## src/rtl/vital_level_tracker.sv

```systemverilog
// vital_level_tracker: saturating energy/stress/pleasure counters updated on a
// prescaled tick and by stimulus pulses. It also decodes the 2-bit indicators and
// raises a sticky starvation death flag.
module vital_level_tracker #(
    parameter int W          = 8,
    parameter int TICK_DIV   = 16,
    parameter int EN_INIT    = 192,
    parameter int FEED_STEP  = 32,
    parameter int ST_STEP    = 16,
    parameter int DEAD_TICKS = 32
) (
    input  logic         clk,
    input  logic         rst_n,
    input  logic         en_inc,
    input  logic         en_dec,
    input  logic         st_dec,
    input  logic         pl_inc,
    input  logic         feed,
    input  logic         stress_evt,
    output logic [W-1:0] energy_level,
    output logic [W-1:0] stress_level,
    output logic [W-1:0] pleasure_level,
    output logic [1:0]   energy_indicator,
    output logic [1:0]   stress_indicator,
    output logic         dead,
    output logic         tick
);

    localparam int PW = (TICK_DIV > 2) ? $clog2(TICK_DIV) : 1;
    localparam int SW = $clog2(DEAD_TICKS + 1);
    localparam logic [PW-1:0] PRE_LAST = PW'(TICK_DIV - 1);
    localparam logic [SW-1:0] STARVE_MAX = SW'(DEAD_TICKS);

    // Deltas are summed two bits wider than a level, so both underflow below zero
    // and overflow above 2^W-1 stay visible before the clamp.
    typedef logic signed [W+1:0] sw_t;
    localparam sw_t FEED_D = sw_t'(FEED_STEP);
    localparam sw_t ST_D   = sw_t'(ST_STEP);
    localparam sw_t ONE    = sw_t'(1);

    logic [PW-1:0] presc;
    logic [SW-1:0] starve;
    sw_t           en_delta;
    sw_t           st_delta;
    sw_t           pl_delta;

    // Adds a signed delta to a level and clamps the result to [0, 2^W-1].
    function automatic logic [W-1:0] sat_add(input logic [W-1:0] lvl, input sw_t d);
        sw_t s;
        s = sw_t'({2'b00, lvl}) + d;
        if (s[W+1])
            return '0;
        else if (s[W])
            return '1;
        else
            return s[W-1:0];
    endfunction

    // Prescaler wraps at TICK_DIV-1. The tick is registered, so it is high in the
    // cycle after the wrap. This puts the first tick TICK_DIV cycles after reset release.
    always_ff @(posedge clk or negedge rst_n) begin
        if (!rst_n) begin
            presc <= '0;
            tick  <= 1'b0;
        end else begin
            tick  <= (presc == PRE_LAST);
            presc <= (presc == PRE_LAST) ? '0 : presc + 1'b1;
        end
    end

    // Net per-cycle deltas: pulses always apply, rate controls only on tick.
    always_comb begin
        en_delta = '0;
        st_delta = '0;
        pl_delta = '0;
        if (feed)                        en_delta = en_delta + FEED_D;
        if (tick && en_inc && !en_dec)   en_delta = en_delta + ONE;
        if (tick && en_dec && !en_inc)   en_delta = en_delta - ONE;
        if (stress_evt)                  st_delta = st_delta + ST_D;
        if (tick && st_dec)              st_delta = st_delta - ONE;
        if (tick)                        pl_delta = pl_inc ? ONE : -ONE;
    end

    // Level registers; everything freezes once dead.
    always_ff @(posedge clk or negedge rst_n) begin
        if (!rst_n) begin
            energy_level   <= W'(EN_INIT);
            stress_level   <= '0;
            pleasure_level <= '0;
        end else if (!dead) begin
            energy_level   <= sat_add(energy_level, en_delta);
            stress_level   <= sat_add(stress_level, st_delta);
            pleasure_level <= sat_add(pleasure_level, pl_delta);
        end
    end

    // Starvation counter: counts ticks that see energy==0 before the update,
    // clears as soon as energy is non-zero, and saturates at DEAD_TICKS.
    always_ff @(posedge clk or negedge rst_n) begin
        if (!rst_n)
            starve <= '0;
        else if (!dead) begin
            if (energy_level != '0)
                starve <= '0;
            else if (tick && starve != STARVE_MAX)
                starve <= starve + 1'b1;
        end
    end

    // Sticky death flag, one cycle after the starvation count saturates.
    always_ff @(posedge clk or negedge rst_n) begin
        if (!rst_n)
            dead <= 1'b0;
        else if (starve == STARVE_MAX)
            dead <= 1'b1;
    end

    assign energy_indicator = energy_level[W-1:W-2];
    assign stress_indicator = stress_level[W-1:W-2];

endmodule

```

## config.mk

```make
export PLATFORM = sky130hd
export DESIGN_NAME = vital_level_tracker
export DESIGN_NICKNAME = d
export VERILOG_FILES = /design/src/rtl/vital_level_tracker.sv
export SDC_FILE = /design/constraint.sdc
export NUM_CORES = 1
export LEC_CHECK = 0
export ABC_AREA = 0
export CORE_MARGIN = 2
export CORE_UTILIZATION = 40
export CTS_CLUSTER_SIZE = 40
export DETAILED_ROUTE_END_ITERATION = 10
export PLACE_DENSITY_LB_ADDON = 0.12
export SLEW_MARGIN = 20
export SYNTH_ARGS = -nofsm -noshare
export SYNTH_HDL_FRONTEND = slang
export SYNTH_SLANG_ARGS = --single-unit
```

## constraint.sdc

```tcl
create_clock -name clk -period 3.5 [get_ports clk]
set_input_delay 0.35 -clock clk [delete_from_list [all_inputs] [get_ports clk]]
set_output_delay 0.35 -clock clk [all_outputs]
set_load 0.05 [all_outputs]
```

==> impl_metrics.ini, run 1 <==
[sta]
fin_tns_setup_ns = 0
fmax_ghz = 0.3230
fin_hold_ws_ns = 0.1499
fin_skew_ns = 0.005612
setup_viol = 0
hold_viol_final = 0
worstMarginPinSlew_ns = 0.8140
slew_headroom_pct = 45.73
period_minus_slack_ns = 3.096
drv_slew = 0
fin_crit_sh_pct = 88.46
fin_ws_ns = 0.4038
rsz0062_at_grt = false

[clock_network]
clkTransAtPathRegs_ns = 0.08
postCtsHoldBufs = 0
h-tree-depth = 2
post-cts-setup-buffers = 0
clk_path_buf_depth = 2
clock-root-buffer = clkbuf_8
cts.repair.resized = 0
cts-buffers-inserted = 5
clock_sinks = 36
clock_latency_ns = 0.29
cts_tree = yes

[die]
dieArea_sq_um = 7964
die_w_microns = 89.24
ios = 38
die_y_microns = 89.24
core_sq_um = 7137
rows = 31
start_util_pct = 40.73

[synth]
ys_seq_area_share_pct = 31.08
synth.most_common_cell = dfrtp_1
synthTopCellsByCount = dfrtp_1, ha_1, inv_1, a21oi_1, nor2_1
avgSynthCellArea_sq_um = 9.140
synth_nets = 356
ys_top_cells_by_area = dfrtp_1, ha_1, a21oi_1, inv_1, xor2_1
synth_cell_type_count = 58
yosys_register_bits = 36
syn_area_sq_um = 2907
yosys_warnings = 0
synthFlopType = dfrtp_1
postSynthCellCount = 318
yosysTopAreaCellShare_pct = 29.27
yosys.area.top_type = dfrtp_1
synth_enable_flop_cells = 0
synthArstFlopShare_pct = 100.0

[detailed_routing]
totalWireLength_microns = 6561
viasPerCell = 5.429
first_pass_iters = 4
drc_errors = 0
route.vias.total = 2470
drtIter0Drc = 69
wl_per_cell_microns = 14.42
drtAntennaViolNets = 0

[global_routing]
grt_usage_pct = 17.84
grt_antenna_before_repair = 0
grt_max_degree = 37
grt-ovfl-total = 0
grt_pass1_wl_microns = 11200
grt_pass1_vias = 2363

[pwr]
report.power.total_w = 0.002558
ir_worst_vdd_mv = 0.3662
power.switching_w = 0.001250
internal-power_w = 0.001308
powerDensity_nw_per_um2 = 740.9
combPwrFrac_pct = 58.7
swShare_pct = 48.87
power_leakage_nw = 1.540
p_seq_share_pct = 29.2
clkPwrFrac_pct = 12.1

[final_layout]
syn_to_final_growth_pct = 18.77
nNetsFinal = 393
fillers = 727
final_cells = 455
drive_above_1_share_pct = 10.39
diodes = 0

[worst_setup_path]
crit_arrival_ns = 3.27
reg2reg_to = energy_level[3]$_DFFE_PN0N_
required_ns = 3.67
rrSetupSlack_ns = 0.40
crit_type = reg2reg
cp.buffers_inverters = 1
cpMaxStageDelayCell = or4b_1
reg2reg_depth = 11
rr_startpoint = tick$_DFF_PN0_
crit_path_end_kind = register
crit_family = simple AND/OR/NAND/NOR gates
crit_path_start_kind = register
cpMostUsedCell = ha_1
cp_max_fo = 8
path_cells = and3b_1 -> ha_1 -> inv_1 -> ha_1 -> ha_1 -> nand3_1 -> o22ai_2 -> a221oi_4 -> mux2i_1 -> or4b_1 -> o211a_1
critPathMaxStageDelay_ns = 0.52

[status]
status = completed

[place]
dp_hpwl_microns = 4825
port_buffers = 37
post-place-cells = 447
gp_congestion = 0.8568
dp_slack_ns = 0.1518

[flow_run]
max_cap_viol_count = 0

[min_path]
hold_class = in2async
-- layout make-up --
class / instances / area, sq um / share of cell area [%]
Clock buffer: 6 / 82.58 / 2.392
Clock inverter: 2 / 10.01 / 0.2900
Inverter: 27 / 101.3 / 2.936
Multi-Input combinational cell: 239 / 1798 / 52.08
Sequential cell: 36 / 903.4 / 26.17
Tap cell: 99 / 123.9 / 3.588
Timing Repair Buffer: 46 / 432.9 / 12.54
-- flip-flops by register name, indices dropped and copies added (netlist names) --
name and count:
stress_level 8, presc 4, tick 1, dead 1, energy_level 8, pleasure_level 8, starve 6
-- worst max path at each step --
stage,to,start,slack [ns],depth (start not counted)
after global placement,energy_level[2]$_DFFE_PN0N_,en_inc,0.24,12
after floorplan,energy_level[3]$_DFFE_PN0N_,tick$_DFF_PN0_,0.23,12
after global routing,energy_level[3]$_DFFE_PN0N_,tick$_DFF_PN0_,0.18,11
after detailed placement,energy_level[3]$_DFFE_PN0N_,en_inc,0.15,12
final,energy_level[3]$_DFFE_PN0N_,tick$_DFF_PN0_,0.40,11
after CTS,energy_level[3]$_DFFE_PN0N_,tick$_DFF_PN0_,0.37,11
-- worst register-to-register path, delay by kind of cell (launching register included) --
kind            cells  cell delay [ns]
compound gates      3             0.57
simple gates        3             0.96
buf+inv             1             0.04
mux                 1             0.14
flops               1             0.51
fa+ha+maj           3             0.76
-- layer usage --
metal / global-route usage, % / up-vias / part of all wire, %
met5: 0 / - / 0
met4: 3.256 / 0 / 0.67
met3: 3.509 / 4 / 3.8
met2: 29.36 / 41 / 48
met1: 24.68 / 1181 / 48
li1: - / 1244 / -
-- placed cells by master (no fill, tap or decap), types with 7 or more instances in the layout --
cell type,n
clkdlybuf4s50_1,36
dfrtp_1,34
ha_1,28
inv_1,27
a21oi_1,23
nor2_1,22
o21ai_0,15
nand2_1,14
xor2_1,11
a221oi_1,9
buf_4,9
nor3_1,8
o311a_1,8
nand2b_1,7
xnor2_1,7
-- power groups by stage --
stage	clock [W]	combinational, W	sequential (W)
global placement	0	0.00150	0.000755
finish	0.000310	0.00150	0.000747
floorplan	0	0.000726	0.00114
CTS	0.000325	0.00151	0.000750
detailed placement	0	0.00151	0.000757
global route	0.000339	0.00163	0.000777
-- cell families (layout without fill, tap and decap cells) --
group	count (synthesis)	after routing	synth area share (%)
adder cells (fa/ha/maj)	30	30	13.43
flip-flops	36	36	31.08
XOR/XNOR	18	18	5.424
AND/OR/NAND/NOR	91	91	17.05
buffers and inverters	43	81	7.060
AO/OA/AOI/OAI	95	95	24.15
multiplexers	5	5	1.808
-- through the flow --
stage | utilization (%) | instance area, sq um
global placement | 47.07 | 3359
global route | 48.37 | 3452
CTS | 48.37 | 3452
finish | 48.37 | 3452
detailed placement | 47.07 | 3359
floorplan | - | 2907
Note: power is estimated with default switching activity, not from simulation.
==> inputs of run 2 (changes only) <==
- CORE_MARGIN: 2 -> not set
- SKIP_LAST_GASP: not set -> 1
==> run 2 against run 1 <==
Compared with the run above:
- sequential cell count unchanged
- clock power rose by 19%
- combinational power barely moved
- final area increased by 0.76%
- final cell count fell by 0.22%
- die area down 4.4%
- via count up 0.81%
- non-clock buffer count increased by 2
- largest power group unchanged
==> impl_metrics.ini, run 2 (synthesis gave the netlist of run 1 again) <==
[final_layout]
drive_above_1_share_pct = 10.61
layout_commonest_cell = clkdlybuf4s50_1
syn_to_final_growth_pct = 19.67
reg.largest.list = energy_level (8), pleasure_level (8), stress_level (8)
multiInputGateArea_sq_um = 1798
fillers = 690
nNetsFinal = 395
diodes = 0
mostFrequentLayoutCells = clkdlybuf4s50_1, dfrtp_1, ha_1
register_area_sq_um = 903.4

[worst_setup_path]
cpMostUsedCell = ha_1
crit_arrival_ns = 3.26
cpMaxStageDelayCell = dfrtp_1
rr_startpoint = tick$_DFF_PN0_
critPathMaxStageDelay_ns = 0.53
crit_end = energy_level[3]$_DFFE_PN0N_
cp_max_fo = 8
crit_path_end_kind = register
reg2reg_to = energy_level[3]$_DFFE_PN0N_
path_cells = and3b_1 -> ha_1 -> inv_1 -> ha_1 -> ha_1 -> nand3_1 -> o22ai_2 -> a221oi_4 -> mux2i_1 -> or4b_1 -> o211a_1
required_ns = 3.67
reg2reg_depth = 11
crit_path_start_kind = register
rrSetupSlack_ns = 0.42
crit_type = reg2reg
startpoint = tick$_DFF_PN0_

[place]
port_buffers = 37
gp_congestion = 0.8574
dp_slack_ns = 0.2181
dp_hpwl_microns = 4724

[clock_network]
clk_path_buf_depth = 2
cts-buffers-inserted = 5
h-tree-depth = 2
clkTransAtPathRegs_ns = 0.08
cts.repair.resized = 0
clock_latency_ns = 0.29
cts_tree = yes
clock-root-buffer = clkbuf_8
post-cts-setup-buffers = 0
clock_sinks = 36
postCtsHoldBufs = 0

[sta]
fmax_ghz = 0.3243
worstMarginPinSlew_ns = 0.8604
drv_slew = 0
period_minus_slack_ns = 3.084
fin_ws_ns = 0.4162
rsz0062_at_grt = false
fin_tns_setup_ns = 0
fin_crit_sh_pct = 88.11
hold_viol_final = 0
fin_skew_ns = 0.009698
fin_hold_ws_ns = 0.1620
setup_viol = 0
slew_headroom_pct = 42.64

[detailed_routing]
route.vias.total = 2490
drtAntennaViolNets = 0
first_pass_iters = 4
viasPerCell = 5.485
drtIter0Drc = 71
wl_per_cell_microns = 14.64
totalWireLength_microns = 6647
drc_errors = 0

[global_routing]
grt-ovfl-total = 0
grt_pass1_vias = 2380
grt_usage_pct = 18.29
grt_antenna_before_repair = 0
grt_pass1_wl_microns = 10950
grt_max_degree = 37

[pwr]
powerDensity_nw_per_um2 = 753.6
power_leakage_nw = 1.553
ir_worst_vdd_mv = 0.4814

[die]
core_sq_um = 6907
die_y_microns = 87.24
ios = 38
dieArea_sq_um = 7611
die_w_microns = 87.24
rows = 30
start_util_pct = 42.08

[min_path]
hold_class = in2async

[flow_run]
max_cap_viol_count = 0

[status]
status = completed
-- run 2: cell types whose count changed in the layout (fill, tap and decap cells not counted), sizes merged --
cell	previous run	this run
bufinv	0	1
clkinv	2	1
buf	10	12
-- run 2: per-stage QoR --
stage | std cells | power [W] | instance area [sq um] | utilization (%)
after floorplan | 318 | 0.001867 | 2907 | -
after global placement | 446 | 0.002249 | 3371 | 48.80
after detailed placement | 446 | 0.002260 | 3371 | 48.80
after CTS | 454 | 0.002639 | 3478 | 50.36
after global routing | 454 | 0.002770 | 3478 | 50.36
final | 454 | 0.002621 | 3478 | 50.36
-- run 2: cell type report --
class	count	share of cell area, %
Tap cell	96	3.453
Sequential cell	36	25.97
Timing Repair Buffer	48	12.88
Inverter	27	2.914
Clock inverter	2	1.007
Multi-Input combinational cell	239	51.69
Clock buffer	6	2.086
-- run 2: how the worst min path moves through the flow --
| stage | start | end | cells past startpoint |
|---|---|---|---|
| 5_1_grt | rst_n | pleasure_level[4]$_DFFE_PN0N_ | 1 |
| 3_3_place_gp | presc[3]$_DFF_PN0_ | presc[3]$_DFF_PN0_ | 1 |
| 6_report | rst_n | pleasure_level[5]$_DFFE_PN0N_ | 1 |
| 4_1_cts | rst_n | pleasure_level[5]$_DFFE_PN0N_ | 1 |
| 3_5_place_dp | presc[0]$_DFF_PN0_ | presc[0]$_DFF_PN0_ | 1 |
| 2_1_floorplan | rst_n | dead$_DFFE_PN0P_ | 0 |
-- run 2: critical path, delay by kind of cell (launching register included) --
kind	cells	cell delay (ns)
adders and majority gates	3	0.76
AOI/OAI and AO/OA	3	0.57
DFF	1	0.53
buffers and inverters	1	0.04
muxes	1	0.14
and+or+nand+nor	3	0.95
-- run 2: layer usage --
metal	vias to the layer above	wire, microns	share of wire (%)	GRT usage, %
met5	-	0	0	0
met1	1204	3252	49	24.70
met2	41	3154	47	30.18
li1	1239	-	-	-
met3	6	183	2.8	3.318
met4	0	57	0.86	4.620
-- run 2: where the power goes --
part           total [W]  switching [W]  internal (W)
logic            0.00150       0.000909      0.000595
registers       0.000746       0.000189      0.000557
clock network   0.000370       0.000159      0.000212
total            0.00262        0.00126       0.00136
